## config.mk

```make
export PLATFORM = sky130hd
export DESIGN_NAME = priority_enc_sched
export DESIGN_NICKNAME = d
export VERILOG_FILES = /design/src/rtl/penc_pkg.sv /design/src/rtl/penc_pick.sv /design/src/rtl/priority_enc_sched.sv
export SDC_FILE = /design/constraint.sdc
export NUM_CORES = 1
export LEC_CHECK = 0
export CAP_MARGIN = 20
export CORE_MARGIN = 2
export CORE_UTILIZATION = 43
export DETAILED_ROUTE_END_ITERATION = 6
export GPL_ROUTABILITY_DRIVEN = 0
export PLACE_DENSITY = 0.78
export SLEW_MARGIN = 10
export SYNTH_ARGS = -nofsm -noshare
export SYNTH_HDL_FRONTEND = slang
export SYNTH_HIERARCHICAL = 1
export SYNTH_SLANG_ARGS = --single-unit
```

## constraint.sdc

```tcl
create_clock -name clk -period 2.3 [get_ports clk]
set_input_delay 0.23 -clock clk [delete_from_list [all_inputs] [get_ports clk]]
set_output_delay 0.23 -clock clk [all_outputs]
set_load 0.02 [all_outputs]
```

## src/rtl/penc_pkg.sv

```systemverilog
// Shared constants and helpers for the priority-encoder scheduler.
package penc_pkg;

    localparam int PENC_MAX_N = 64;

    // Index width for n entries, never less than one bit.
    function automatic int clog2_min1(input int n);
        int w;
        w = 1;
        for (int i = 1; i < 31; i++) begin
            if ((1 << i) < n) w = i + 1;
        end
        return w;
    endfunction

endpackage

```

## src/rtl/penc_pick.sv

```systemverilog
// Highest-set-bit picker: reports whether any bit is set and its index.
// Latency: combinational.
// Backpressure: none; pure function of vec.
module penc_pick
    import penc_pkg::*;
#(
    parameter int N = 8
) (
    input  logic [N-1:0]                vec,
    output logic                        found,
    output logic [clog2_min1(N)-1:0]    idx
);

    localparam int W = clog2_min1(N);

    // Ascending scan so the last (highest) set bit wins.
    always_comb begin
        found = 1'b0;
        idx   = '0;
        for (int i = 0; i < N; i++) begin
            if (vec[i]) begin
                found = 1'b1;
                idx   = W'(i);
            end
        end
    end

endmodule

```

## src/rtl/priority_enc_sched.sv

```systemverilog
// Sticky request capture issuing one index at a time; PENC_ROUND_ROBIN_EN selects round-robin over fixed priority.
// Latency: req at edge k reaches pending at k, out_valid at k+1; one issue per cycle.
// Backpressure: out_idx/out_valid hold while out_valid & !out_ready; intake keeps accumulating.
module priority_enc_sched
    import penc_pkg::*;
#(
    parameter int N = 8
) (
    input  logic                        clk,
    input  logic                        rst_n,
    input  logic                        en,
    input  logic [N-1:0]                req,
    input  logic                        out_ready,
    output logic                        out_valid,
    output logic [clog2_min1(N)-1:0]    out_idx,
    output logic [N-1:0]                pending,
    output logic                        ovf
);

    localparam int W = clog2_min1(N);

    if (N < 2 || N > PENC_MAX_N) begin : g_bad_n
        $error("priority_enc_sched: N out of range");
    end

    logic           free;
    logic           found;
    logic           load;
    logic [W-1:0]   win;
    logic [N-1:0]   load_oh;
    logic [N-1:0]   pending_nxt;
    logic           ovf_nxt;

    assign free = !out_valid || out_ready;
    assign load = free && found;

`ifdef PENC_ROUND_ROBIN_EN
    logic [W-1:0]   ptr;
    logic [N-1:0]   below;
    logic           m_found;
    logic           u_found;
    logic [W-1:0]   m_idx;
    logic [W-1:0]   u_idx;

    always_comb begin
        below = '0;
        for (int i = 0; i < N; i++) begin
            below[i] = (W'(i) < ptr);
        end
    end

    penc_pick #(.N(N)) u_pick_masked (
        .vec   (pending & below),
        .found (m_found),
        .idx   (m_idx)
    );

    penc_pick #(.N(N)) u_pick_all (
        .vec   (pending),
        .found (u_found),
        .idx   (u_idx)
    );

    // Prefer the next index below the last winner, otherwise wrap to the top.
    assign found = u_found;
    assign win   = m_found ? m_idx : u_idx;

    always_ff @(posedge clk) begin
        if (!rst_n) begin
            ptr <= W'(N - 1);
        end else if (load) begin
            ptr <= win;
        end
    end
`else
    penc_pick #(.N(N)) u_pick (
        .vec   (pending),
        .found (found),
        .idx   (win)
    );
`endif

    always_comb begin
        load_oh = '0;
        for (int i = 0; i < N; i++) begin
            load_oh[i] = load && (win == W'(i));
        end
    end

    // Set wins over clear, so a req on the bit being loaded re-arms it.
    assign pending_nxt = (pending & ~load_oh) | (en ? req : '0);
    assign ovf_nxt     = en && |(req & pending & ~load_oh);

    always_ff @(posedge clk) begin
        if (!rst_n) begin
            pending   <= '0;
            out_valid <= 1'b0;
            out_idx   <= '0;
            ovf       <= 1'b0;
        end else begin
            pending <= pending_nxt;
            ovf     <= ovf_nxt;
            if (free) begin
                out_valid <= found;
                if (found) out_idx <= win;
            end
        end
    end

endmodule
```

[Word level (Yosys, flattened, before mapping)]
Index checks and enable logic that the tools add are counted.
W data, S select, Z words.
Storage, ports and cells
  register bits after elaboration: 13
  input port bits: 12
  output and inout bits: 13
  word-level logic and storage cells: 47
Operators by class
  equality and inequality tests: 7
  mux-type cells: 16
  bitwise operators: 5
  reduce and logical (&&, ||, !) cells: 15
Operators with widths (count)
  $and A8 B8 Y8: 3
  $eq A3 B3 Y1 const B: 4
  $mux W3: 4
  $logic_and A1 B1 Y1: 10
  $mux W1: 9
  $mux W8: 1
  $not A8 Y8: 1
  $or A8 B8 Y8: 1
  $reduce_or A8 Y1: 1
  $eq A3 B2 Y1 const B: 2
  $mux W2: 2
  $eq A3 B1 Y1 const B: 1
  $logic_not A3 Y1: 1
  $reduce_and A2 Y1: 1
  $logic_not A1 Y1: 1
  $logic_or A1 B1 Y1: 1

[Depth between registers and ports, before layout]
  depth in word-level cells: 14
  mapped depth: 7
  gate-level depth less buffers: 7

[By module]
The synthesis kept the hierarchy.
Modules (own cells, without submodules)
  priority_enc_sched: times used 1, cells an instance 79, area an instance 655.6 µm², sequential area each 260.2 µm²
  penc_pick: times used 1, cells an instance 12, area an instance 57.6 µm², sequential area each 0.0 µm²

[Least setup slack after synthesis]
OpenSTA, ideal clock, no wires.
  path type: reg2reg
  start point: reg pending[1]
  end point: reg ovf
  library setup time: 136 ps
  data arrival time: 1770 ps
  data required time: 2164 ps
  path slack: 394 ps
  cell stages (with the launch flop): 7
  buffers on the path: 0
  period minus slack after synthesis: 1906 ps
  cells stage by stage: dfxtp_1 a21oi_1 o31ai_1 and3b_2 a31oi_1 nor4_1 a41oi_1
On the way
  cells in the longest elaborated chain, start to end: 13
  elaborated cells on any way between the ends: 36
  classes of those cells: 7 x eq/ne; 14 x mux; 3 x bitwise; 12 x reduce/logical
RTL lines
  start: declaration: line priority_enc_sched.sv:16  | output logic [N-1:0] pending,
  start signal: assignment: line priority_enc_sched.sv:101  | pending <= pending_nxt;
  $mux W1 (*): line penc_pick.sv:21  | if (vec[i]) begin
  $mux W2 (*) (2 in a row): line penc_pick.sv:21
  $mux W3 (*) (4 in a row): line penc_pick.sv:21
  via win[0]: line priority_enc_sched.sv:29  | logic [W-1:0] win;
  $eq A3 B1 Y1 (tied with other cells): line priority_enc_sched.sv:86  | load_oh[i] = load && (win == W'(i));
  $logic_and A1 B1 Y1: line priority_enc_sched.sv:86
  $not A8 Y8 (*): line priority_enc_sched.sv:92  | assign ovf_nxt = en && |(req & pending & ~load_oh);
  $and A8 B8 Y8 (*): line priority_enc_sched.sv:92
  $reduce_or A8 Y1 (*): line priority_enc_sched.sv:92
  $logic_and A1 B1 Y1 (*): line priority_enc_sched.sv:92
  end signal: assignment: line priority_enc_sched.sv:102  | ovf <= ovf_nxt;
  end: declaration: line priority_enc_sched.sv:17  | output logic ovf
The timed path passes the listed nets; every way through them passes the cells marked *.
A chain may end at the register's enable or synchronous reset.

[Final worst setup path]
Same ends and word-level chain as after synthesis.

==> reports/metrics.sh <==
SYN2LAYOUT_AREA_GROWTH_PCT=37.89
CP_DATA_REQUIRED_TIME_PS=2450
PERIOD_NEEDED_PS=1737
IO_PINS=25
MIN_PATH_CELLS=2
SYNTH_TOP_FAMILY_BY_AREA='simple AND/OR/NAND/NOR gates'
DRCVIOLATIONCOUNT=0
CTSHOLDBUFFERS=0
LEAKAGE_nW=0.3788
CLKSINKCOUNT=13
DR.PASS1.ITERS=4
CLOCK.FMAX_GHz=0.5758
SYNTH_MUX_AREA_FRAC=0
CP-END-KIND='flip-flop'
TOTAL_COUNT_OF_HOLD_CHECK_FAILURES_IN_THE_FINAL_REPORT=0
TRACK_USAGE=0.1893
SYNTH.FF_LATCH_COUNT=13
TIMING.CRITICAL_PATH.SLOWEST_CELL_DELAY_PS=400
SYNTH_NETS=103
CLOCKBUFFERDEPTH=2
PLACE_WS_PS=581.0
FP.COREAREA_SQ_UM=1524
SYNTHESIS.INSTANCES=91
SKEW_PS=1.453
TIMING.SLEW.HEADROOM=0.7550
GRT_PASS1_WL_MM=2.670
FIN_TNS_SETUP_PS=0
POST_DRT_VIA_CELL_RATIO=5.667
SYNTH-COMPOUND-AREA-SHARE=0.2386
STD_CELL_ROWS=14
POSTSYNTH.TOPFLOPCELL='dfxtp_1'
FIRST_GLOBAL_VIAS=660
MAXSLEWVIOLCOUNT=0
SYNTH_ENABLE_FLOP_CELLS=0
POST-DP-HPWL_MM=1.310
POST_CTS_BUFFERS=0
SYNTH.LARGEST_AREA_CELL='dfxtp_1'
HOLD_CLASS='flip-flop to flip-flop'
FINALWIRELENGTH_MM=1.711
ASYNC_RESET_FF_FRAC=0
DIE_W_MICRONS=44.73
ANTENNA_CELLS_INSERTED=0
SETUP_WS_PS=563.2
CTS.REPAIR.RESIZED=0
WORST_SKEW_PAIR.LATE_LATENCY_PS=270
FINAL_CELLS=132
PEAKVDDDROP_uV=480.9
CRIT_PATH_TOP_DELAY_CELL='dfxtp_1'
MAX_CAP_VIOL_COUNT=0
VIAS=748
SYNTHESIS.AREA_SQ_UM=713.2
TRITONCTS_CLOCK_TREE='yes'
SYNTH_AREA_PER_CELL_SQ_UM=7.837
WORSTPATHARRIVAL_PS=1890
CTS_INSERTED_BUFFERS=3
YS.WARNINGS.COUNT=6
POWER.DENSITY_CELL_AREA_nW_PER_UM2=638.0
SYNTH.TOP_CELL.AREA_SHARE=0.3649
POST_SYNTH_XOR_AREA_FRACTION=0
DIEHEIGHT_MICRONS=44.73
WORST_SETUP_PATH_START_KIND='flip-flop'
POST_SYNTH_AND_OR_NAND_NOR_AREA_FRACTION=0.3211
RSZ0062_AT_GRT='false'
PLACEMENT.IO_BUFFERS=24
WORST-SETUP-PATH-TYPE='flip-flop to flip-flop'
TIMING.CRITICAL_PATH.CELLS='a21oi_1, o31ai_1, buf_4, and3b_2, a31oi_1, nor4_1, a41oi_1'
GRT_ANTENNA_BEFORE_REPAIR=0
NUM-NETS-FINAL=129
DRT_ITER0_DRC=14
DIE-AREA_SQ_UM=2000
SYNTH.AREA.TOP_CELLS='dfxtp_1, nand3_1, nand2_1, a22oi_1, nor2b_1'
ANTENNA_LEFT=0
SYNTH_CELL_TYPE_COUNT=30
FINAL_WORST_PATH_CYCLE_SHARE=0.7552
PIN_COUNT_OF_THE_BIGGEST_NET_ENTERING_GLOBAL_ROUTING=14
POST_ROUTE_CELLS_DRIVE_ABOVE_1_SHARE=0.08621
CLK_PIN_SLEW_WORST_PATHS_PS=80
STATUS='finished clean'
R2R.WORST_PATH.CELLS=7
CLOCK_TREE.HTREE_LEVEL_COUNT=1
START_UTIL=0.4680
CTS_ROOT_BUF='clkbuf_4'
GLOBALROUTE.TOTALOVERFLOW=0
CRITPATHMAXFANOUT=6
PLACE_INST=128
SETUP_VIOLATIONS=0
WORST-SLEW-PIN-TRANSITION_PS=366.4
AVGROUTEDWIREPERCELL_MICRONS=12.96
PORTION_OF_THE_POST_SYNTHESIS_AREA_USED_BY_SEQUENTIAL_ELEMENTS=0.3649
SYNTH_ADDER_AREA_SHARE=0
## cell usage after synthesis, drive strengths merged (2+ instances only)
| library cell | number |
|---|---|
| nor2b | 6 |
| o31ai | 2 |
| nor2 | 4 |
| nand2 | 14 |
| a22oi | 6 |
| buf | 4 |
| inv | 3 |
| nand3 | 12 |
| clkbuf | 2 |
| and3b | 2 |
| a21boi | 6 |
| a31oi | 4 |
| dfxtp | 13 |
| a21oi | 2 |
## per-layer routing
| metal | share of wire | track usage | up-vias |
|---|---|---|---|
| li1 | - | - | 376 |
| met1 | 0.46 | 0.2231 | 350 |
| met2 | 0.48 | 0.3014 | 20 |
| met3 | 0.047 | 0.07200 | 2 |
| met4 | 0.0099 | 0.09091 | 0 |
| met5 | 0 | 0 | - |
## registers in the layout, indices dropped and copies added (netlist names)
signal     cells
pending        8
out_idx        3
out_valid      1
ovf            1
## worst max-delay path: cells and delay by family (launching register included)
kind,cells,cell delay (ps)
flops,1,400
simple gates,2,500
compound gates,4,530
buf+inv,1,180
## report_power, final
part / switching, W / internal, W / total, W
sequential: 0.0000196 / 0.000246 / 0.000266
combinational: 0.000115 / 0.000106 / 0.000221
clock: 0.0000734 / 0.0000673 / 0.000141
## path summary, 6_finish.rpt
path / end / startpoint / slack (ps)
max: ovf / pending[1] / 560
min: out_idx[2] / out_idx[2] / 460
max reg2reg: ovf / pending[1] / 560
min reg2reg: out_idx[2] / out_idx[2] / 460
## metrics by stage
stage / total power, W / util / hold WS, ps / instance area (sq um)
2_1_floorplan: 0.0004076 / - / 358.6 / 713.2
6_report: 0.0006275 / 0.6453 / 462.3 / 983.4
3_5_place_dp: 0.0004913 / 0.6281 / 449.6 / 957.2
4_1_cts: 0.0006320 / 0.6453 / 465.9 / 983.4
3_3_place_gp: 0.0004881 / 0.6281 / 445.1 / 957.2
5_1_grt: 0.0006710 / 0.6453 / 477.5 / 983.4
## placed cells by master, fill, tap and decap left out, drive strengths merged, types with 2 or more instances in the layout
master	count
nand3	12
clkbuf	4
nor2b	6
buf	3
a21oi	2
o31ai	2
dfxtp	13
and3b	2
clkdlybuf4s50	24
a31oi	4
a21boi	6
nor2	4
inv	3
nand2	14
a22oi	6
## kinds of logic (layout without fill, tap and decap cells)
kind of cell,count (synthesis),in the layout
and+or+nand+nor,44,44
AOI/OAI and AO/OA,24,24
DFF,13,13
buffers and inverters,10,35
## layout make-up
| cell class | instances | area [sq um] |
|---|---|---|
| Timing Repair Buffer | 27 | 262.8 |
| Multi-Input combinational cell | 68 | 399.1 |
| Clock buffer | 4 | 26.28 |
| Sequential cell | 13 | 260.3 |
| Tap cell | 16 | 20.02 |
| Inverter | 4 | 15.01 |
| Fill cell | 150 | 540.5 |
Note: power is estimated with default switching activity, not from simulation.
